File: src/rtl/ps2_frame_receiver.sv
// rtl/ps2_frame_receiver.sv - PS/2 device-to-host frame receiver with byte FIFO
// Deserialises start/8 data/odd parity/stop frames sampled on ps2_clk falling edges.
module ps2_frame_receiver #(
    parameter int FIFO_AW     = 3,
    parameter int TIMEOUT_CYC = 100000
) (
    input  logic       clk,
    input  logic       clrn,
    input  logic       ps2_clk,
    input  logic       ps2_data,
    input  logic       nextdata_n,
    output logic [7:0] data,
    output logic       ready,
    output logic       overflow,
    output logic       frame_err
);

    localparam int TW = $clog2(TIMEOUT_CYC + 1);
    localparam logic [TW-1:0] TO_LAST = TW'(TIMEOUT_CYC - 1);
    localparam int DEPTH = 2 ** FIFO_AW;

    typedef enum logic {
        ST_IDLE,
        ST_RECV
    } state_t;

    state_t            state_q, state_d;
    logic [2:0]        clk_sync_q;
    logic [1:0]        data_sync_q;
    logic [3:0]        cnt_q, cnt_d;
    logic [9:0]        shift_q, shift_d;
    logic [TW-1:0]     to_cnt_q, to_cnt_d;
    logic              push_q, push_d;
    logic [7:0]        push_byte_q, push_byte_d;
    logic              frame_err_q, frame_err_d;
    logic [FIFO_AW:0]  wp_q, wp_d;
    logic [FIFO_AW:0]  rp_q, rp_d;
    logic              overflow_q, overflow_d;
    logic [7:0]        mem [DEPTH];

    logic fall;
    logic sample;
    logic frame_ok;
    logic empty;
    logic full;
    logic pop;
    logic wr_en;

    assign fall   = clk_sync_q[2] & ~clk_sync_q[1];
    assign sample = data_sync_q[1];
    // shift_q holds start at [0], data at [8:1], parity at [9]; the stop bit is the live sample
    assign frame_ok = ~shift_q[0] & sample & (^shift_q[9:1]);

    always_comb begin
        state_d     = state_q;
        cnt_d       = cnt_q;
        shift_d     = shift_q;
        to_cnt_d    = to_cnt_q;
        push_d      = 1'b0;
        push_byte_d = push_byte_q;
        frame_err_d = 1'b0;
        case (state_q)
            ST_IDLE: begin
                to_cnt_d = '0;
                if (fall) begin
                    shift_d[0] = sample;
                    cnt_d      = 4'd1;
                    state_d    = ST_RECV;
                end
            end
            ST_RECV: begin
                if (fall) begin
                    to_cnt_d = '0;
                    if (cnt_q == 4'd10) begin
                        cnt_d   = 4'd0;
                        state_d = ST_IDLE;
                        if (frame_ok) begin
                            push_d      = 1'b1;
                            push_byte_d = shift_q[8:1];
                        end else begin
                            frame_err_d = 1'b1;
                        end
                    end else begin
                        shift_d[cnt_q] = sample;
                        cnt_d          = cnt_q + 4'd1;
                    end
                end else if (to_cnt_q == TO_LAST) begin
                    to_cnt_d = '0;
                    cnt_d    = 4'd0;
                    state_d  = ST_IDLE;
                end else begin
                    to_cnt_d = to_cnt_q + TW'(1);
                end
            end
            default: begin
                state_d = ST_IDLE;
                cnt_d   = 4'd0;
            end
        endcase
    end

    assign empty = (wp_q == rp_q);
    assign full  = (wp_q[FIFO_AW] != rp_q[FIFO_AW]) &&
                   (wp_q[FIFO_AW-1:0] == rp_q[FIFO_AW-1:0]);
    assign pop   = ~nextdata_n & ~empty;
    assign wr_en = push_q & ~full;

    // Fullness is judged before this cycle's pop, so a drop wins over a coincident pop
    always_comb begin
        wp_d       = wr_en ? wp_q + 1'b1 : wp_q;
        rp_d       = pop ? rp_q + 1'b1 : rp_q;
        overflow_d = overflow_q;
        if (push_q && full) begin
            overflow_d = 1'b1;
        end else if (pop) begin
            overflow_d = 1'b0;
        end
    end

    always_ff @(posedge clk or negedge clrn) begin
        if (!clrn) begin
            state_q     <= ST_IDLE;
            clk_sync_q  <= 3'b111;
            data_sync_q <= 2'b11;
            cnt_q       <= 4'd0;
            shift_q     <= '0;
            to_cnt_q    <= '0;
            push_q      <= 1'b0;
            push_byte_q <= 8'h00;
            frame_err_q <= 1'b0;
            wp_q        <= '0;
            rp_q        <= '0;
            overflow_q  <= 1'b0;
        end else begin
            state_q     <= state_d;
            clk_sync_q  <= {clk_sync_q[1:0], ps2_clk};
            data_sync_q <= {data_sync_q[0], ps2_data};
            cnt_q       <= cnt_d;
            shift_q     <= shift_d;
            to_cnt_q    <= to_cnt_d;
            push_q      <= push_d;
            push_byte_q <= push_byte_d;
            frame_err_q <= frame_err_d;
            wp_q        <= wp_d;
            rp_q        <= rp_d;
            overflow_q  <= overflow_d;
        end
    end

    always_ff @(posedge clk) begin
        if (wr_en) begin
            mem[wp_q[FIFO_AW-1:0]] <= push_byte_q;
        end
    end

    assign data      = mem[rp_q[FIFO_AW-1:0]];
    assign ready     = ~empty;
    assign overflow  = overflow_q;
    assign frame_err = frame_err_q;

endmodule
File: config.mk
export PLATFORM = sky130hd
export DESIGN_NAME = ps2_frame_receiver
export DESIGN_NICKNAME = d
export VERILOG_FILES = /design/src/rtl/ps2_frame_receiver.sv
export SDC_FILE = /design/constraint.sdc
export NUM_CORES = 1
export LEC_CHECK = 0
export ABC_AREA = 1
export CAP_MARGIN = 20
export CORE_MARGIN = 2
export CORE_UTILIZATION = 37
export DETAILED_ROUTE_END_ITERATION = 8
export MAX_ROUTING_LAYER = met4
export PLACE_DENSITY = 0.61
export SLEW_MARGIN = 20
export SYNTH_ARGS = -nofsm -noshare
export SYNTH_HDL_FRONTEND = slang
export SYNTH_SLANG_ARGS = --single-unit
export TNS_END_PERCENT = 50
File: constraint.sdc
create_clock -name clk -period 3.4 [get_ports clk]
set_clock_uncertainty 0.1 [all_clocks]
set_input_delay 0.51 -clock clk [delete_from_list [all_inputs] [get_ports clk]]
set_output_delay 0.51 -clock clk [all_outputs]
set_load 0.05 [all_outputs]
==> impl_metrics.csv <==
group,metric,value,unit
place,dp.cells,722,
power_and_ir_drop,seq_power_share,0.350,
cells_and_area,fin_cells,754,
drt,ant_nets,0,
critical_path,cp_top_family,"buffers and inverters",
cells_and_area,fin_nets,569,
critical_path,cp.arrival,2280,ps
yosys,ys_warn_count,0,
die,dieArea,0.0154,mm^2
global_routing,grt_max_degree,39,
drt,routed_wl,10.7,mm
drt,drt_pass1_iterations,5,
sta,tightestPinTransition,918,ps
clock_network,cts_buffers,17,
power_and_ir_drop,p_clk_frac,0.385,
cells_and_area,area_growth,18.1,%
sta,setup_viol,0,
critical_path,path_cells,"buf_4 -> inv_1 -> o21ai_0 -> o22ai_1 -> nor2_1 -> a31oi_1 -> buf_4",
critical_path,reg2reg_to,"mem[3][4]",
critical_path,ff2ff_setup_slack,1070,ps
clock_network,clk_pin_slew_worst_paths,60,ps
power_and_ir_drop,p_per_area,769,mW/mm^2
clock_network,cts_tree,"yes",
sta,period_share,0.851,
sta,finalHoldViolCount,0,
hold_path,min_path_type,"input port to asynchronous set/reset pin",
place,hpwl,7.12,mm
global_routing,grtUsageTotal,0.159,
place,portBuffers,15,
sta,timing.fmax,0.346,GHz
critical_path,cp.required,2790,ps
drt,vias,3729,
clock_network,postCtsSetupRepairBufs,0,
cells_and_area,antenna_cells,0,
yosys,ys_ff_latch,120,
drt,drt_first_iter_violations,315,
sta,min_period,2890,ps
power_and_ir_drop,p_switching,1.69,mW
clock_network,postCtsHoldBufs,0,
place,gp_congestion,0.914,
drt,wire_per_inst,14.2,um
yosys,synthFlopType,"edfxtp_1",
critical_path,startpoint_type,"flop",
sta,drv_slew,0,
flow_run,cap_violations,0,
power_and_ir_drop,p_int,3.16,mW
power_and_ir_drop,swShare,0.348,
critical_path,crit_top_cell,"buf_4",
clock_network,cts_htree_levels,4,
die,start_util,0.382,
yosys,avgSynthCellArea,10.0,um^2
sta,setup_ws,508,ps
die,coreArea,0.0140,mm^2
outcome,outcome,"completed",
critical_path,critPathCaptureType,"primary output",
clock_network,cts_resized,0,
critical_path,crit_buf_inv,3,
critical_path,crit_slowest_cell,"dfrtp_1",
sta,tns,0,ps
power_and_ir_drop,ir_drop,400,uV
clock_network,cts_sinks,120,
clock_network,insertion_delay,410,ps
sta,grt_setup_unrepaired,"false",
global_routing,antenna_found_initial,0,
yosys,async_flop_share,0.467,
yosys,synth_edf_count,64,
yosys,synth_seq_area_share,0.624,
die,row_count,43,
critical_path,crit_type,"flop to primary output",
global_routing,grt_first_pass_wirelength,18.0,mm
critical_path,slowest_delay,410,ps
drt,drc,0,
cells_and_area,fill_cells,1289,
drt,vias_per_cell,4.95,
global_routing,grt_pass1_vias,3750,
clock_network,root_buffer,"clkbuf_16",
critical_path,regToRegStartpoint,"wp_q[0]",
yosys,synth_cell_types,38,
power_and_ir_drop,leakagePower,2.49,nW
critical_path,cp_max_fo,18,
die,die_w,124,um
clock_network,clockBufferDepth,2,
yosys,syn-num-nets,540,
yosys,netlist_instances,532,
sta,slew_headroom,0.386,
die,ios,16,
cells_and_area,drive_above_1_share,0.141,
power_and_ir_drop,combPwrFrac,0.265,
die,fp.dieH,124,um
place,post-place-ws,971,ps
critical_path,rr_worst_depth,7,
global_routing,overflow,0,
yosys,syn-cell-area,0.00534,mm^2
metrics by stage:
stage	instance area, um^2	hold WS (ps)	power (mW)	util
after global routing	6310	200	5.11	0.451
after global placement	5690	246	2.99	0.407
after CTS	6310	146	4.89	0.451
after detailed placement	5690	249	3.01	0.407
final	6310	120	4.85	0.451
after floorplan	5340	114	2.69	-
per-layer routing:
layer  up-vias  global-route usage  wire (um)
met1      1784               0.196       4970
met2        76               0.250       5170
met4         0              0.0646        135
met5         -                   -          0
li1       1854                   -          -
met3        15              0.0398        439
logic make-up after synthesis:
kind of cell	share of synthesized area
buf+inv	0.0452
fa+ha+maj	0.00703
xor+xnor	0.0213
simple gates	0.215
flops	0.624
compound gates	0.0879
flip-flops by register name (all words and copies together), names as in the netlist, 2 cells and up:
signal and count:
to_cnt_q 17, rp_q 4, shift_q 10, data_sync_q 2
push_byte_q 8, wp_q 4, cnt_q 4, clk_sync_q 3
mem 64
layout by cell type (no fill, tap or decap), drive strengths merged, types with 2 or more instances in the layout:
cell,synthesis,final
a21oi,13,13
a31oi,14,14
buf,4,16
bufinv,0,3
clkbuf,8,18
clkdlybuf4s50,0,6
clkinv,3,4
clkinvlp,0,2
dfrtp,51,51
dfstp,5,5
edfxtp,64,64
ha,3,3
inv,48,56
nand2,106,106
nand3,22,22
nand4,7,7
nor2,100,100
nor3,8,8
nor4,5,5
o21a,3,3
o21ai,42,42
o22ai,8,8
xnor2,2,2
xor2,11,11
layout make-up:
| type | count | area (um^2) | area share |
|---|---|---|---|
| clock buffers | 18 | 429 | 0.0681 |
| clock inverters | 14 | 186 | 0.0296 |
| inverters | 51 | 191 | 0.0304 |
| multi-input cells | 349 | 1770 | 0.280 |
| flip-flops and latches | 120 | 3330 | 0.528 |
| well taps | 180 | 225 | 0.0357 |
| repair buffers | 22 | 178 | 0.0282 |
synthesized netlist by cell type, drive strengths merged (3+ instances only):
library cell / count / area (um^2)
nor4: 5 / 37.5
clkinv: 3 / 11.3
a21oi: 13 / 76.3
nor2: 100 / 429
dfstp: 5 / 131
o22ai: 8 / 50.1
buf: 4 / 20.0
o21ai: 42 / 210
nor3: 8 / 73.8
inv: 48 / 180
dfrtp: 51 / 1280
xor2: 11 / 96.3
nand2: 106 / 415
ha: 3 / 37.5
nand3: 22 / 115
o21a: 3 / 22.5
clkbuf: 8 / 30.0
nand4: 7 / 58.8
a31oi: 14 / 87.6
edfxtp: 64 / 1920
power groups by stage:
stage	clock network [mW]	logic [mW]	registers, mW
2_1_floorplan	0	0.992	1.69
3_3_place_gp	0	1.27	1.72
3_5_place_dp	0	1.28	1.72
4_1_cts	1.90	1.29	1.70
5_1_grt	1.97	1.43	1.71
6_report	1.87	1.28	1.70
worst max path at each step:
stage,from,endpoint,slack [ps],cells past startpoint
after detailed placement,rp_q[1],data[7],970,7
after CTS,rp_q[1],data[7],500,7
after floorplan,rp_q[0],data[6],860,7
after global placement,wp_q[1],mem[1][5],1010,7
after global routing,rp_q[1],data[7],370,7
final,rp_q[1],data[7],510,7
(Power assumes the default switching activity.)
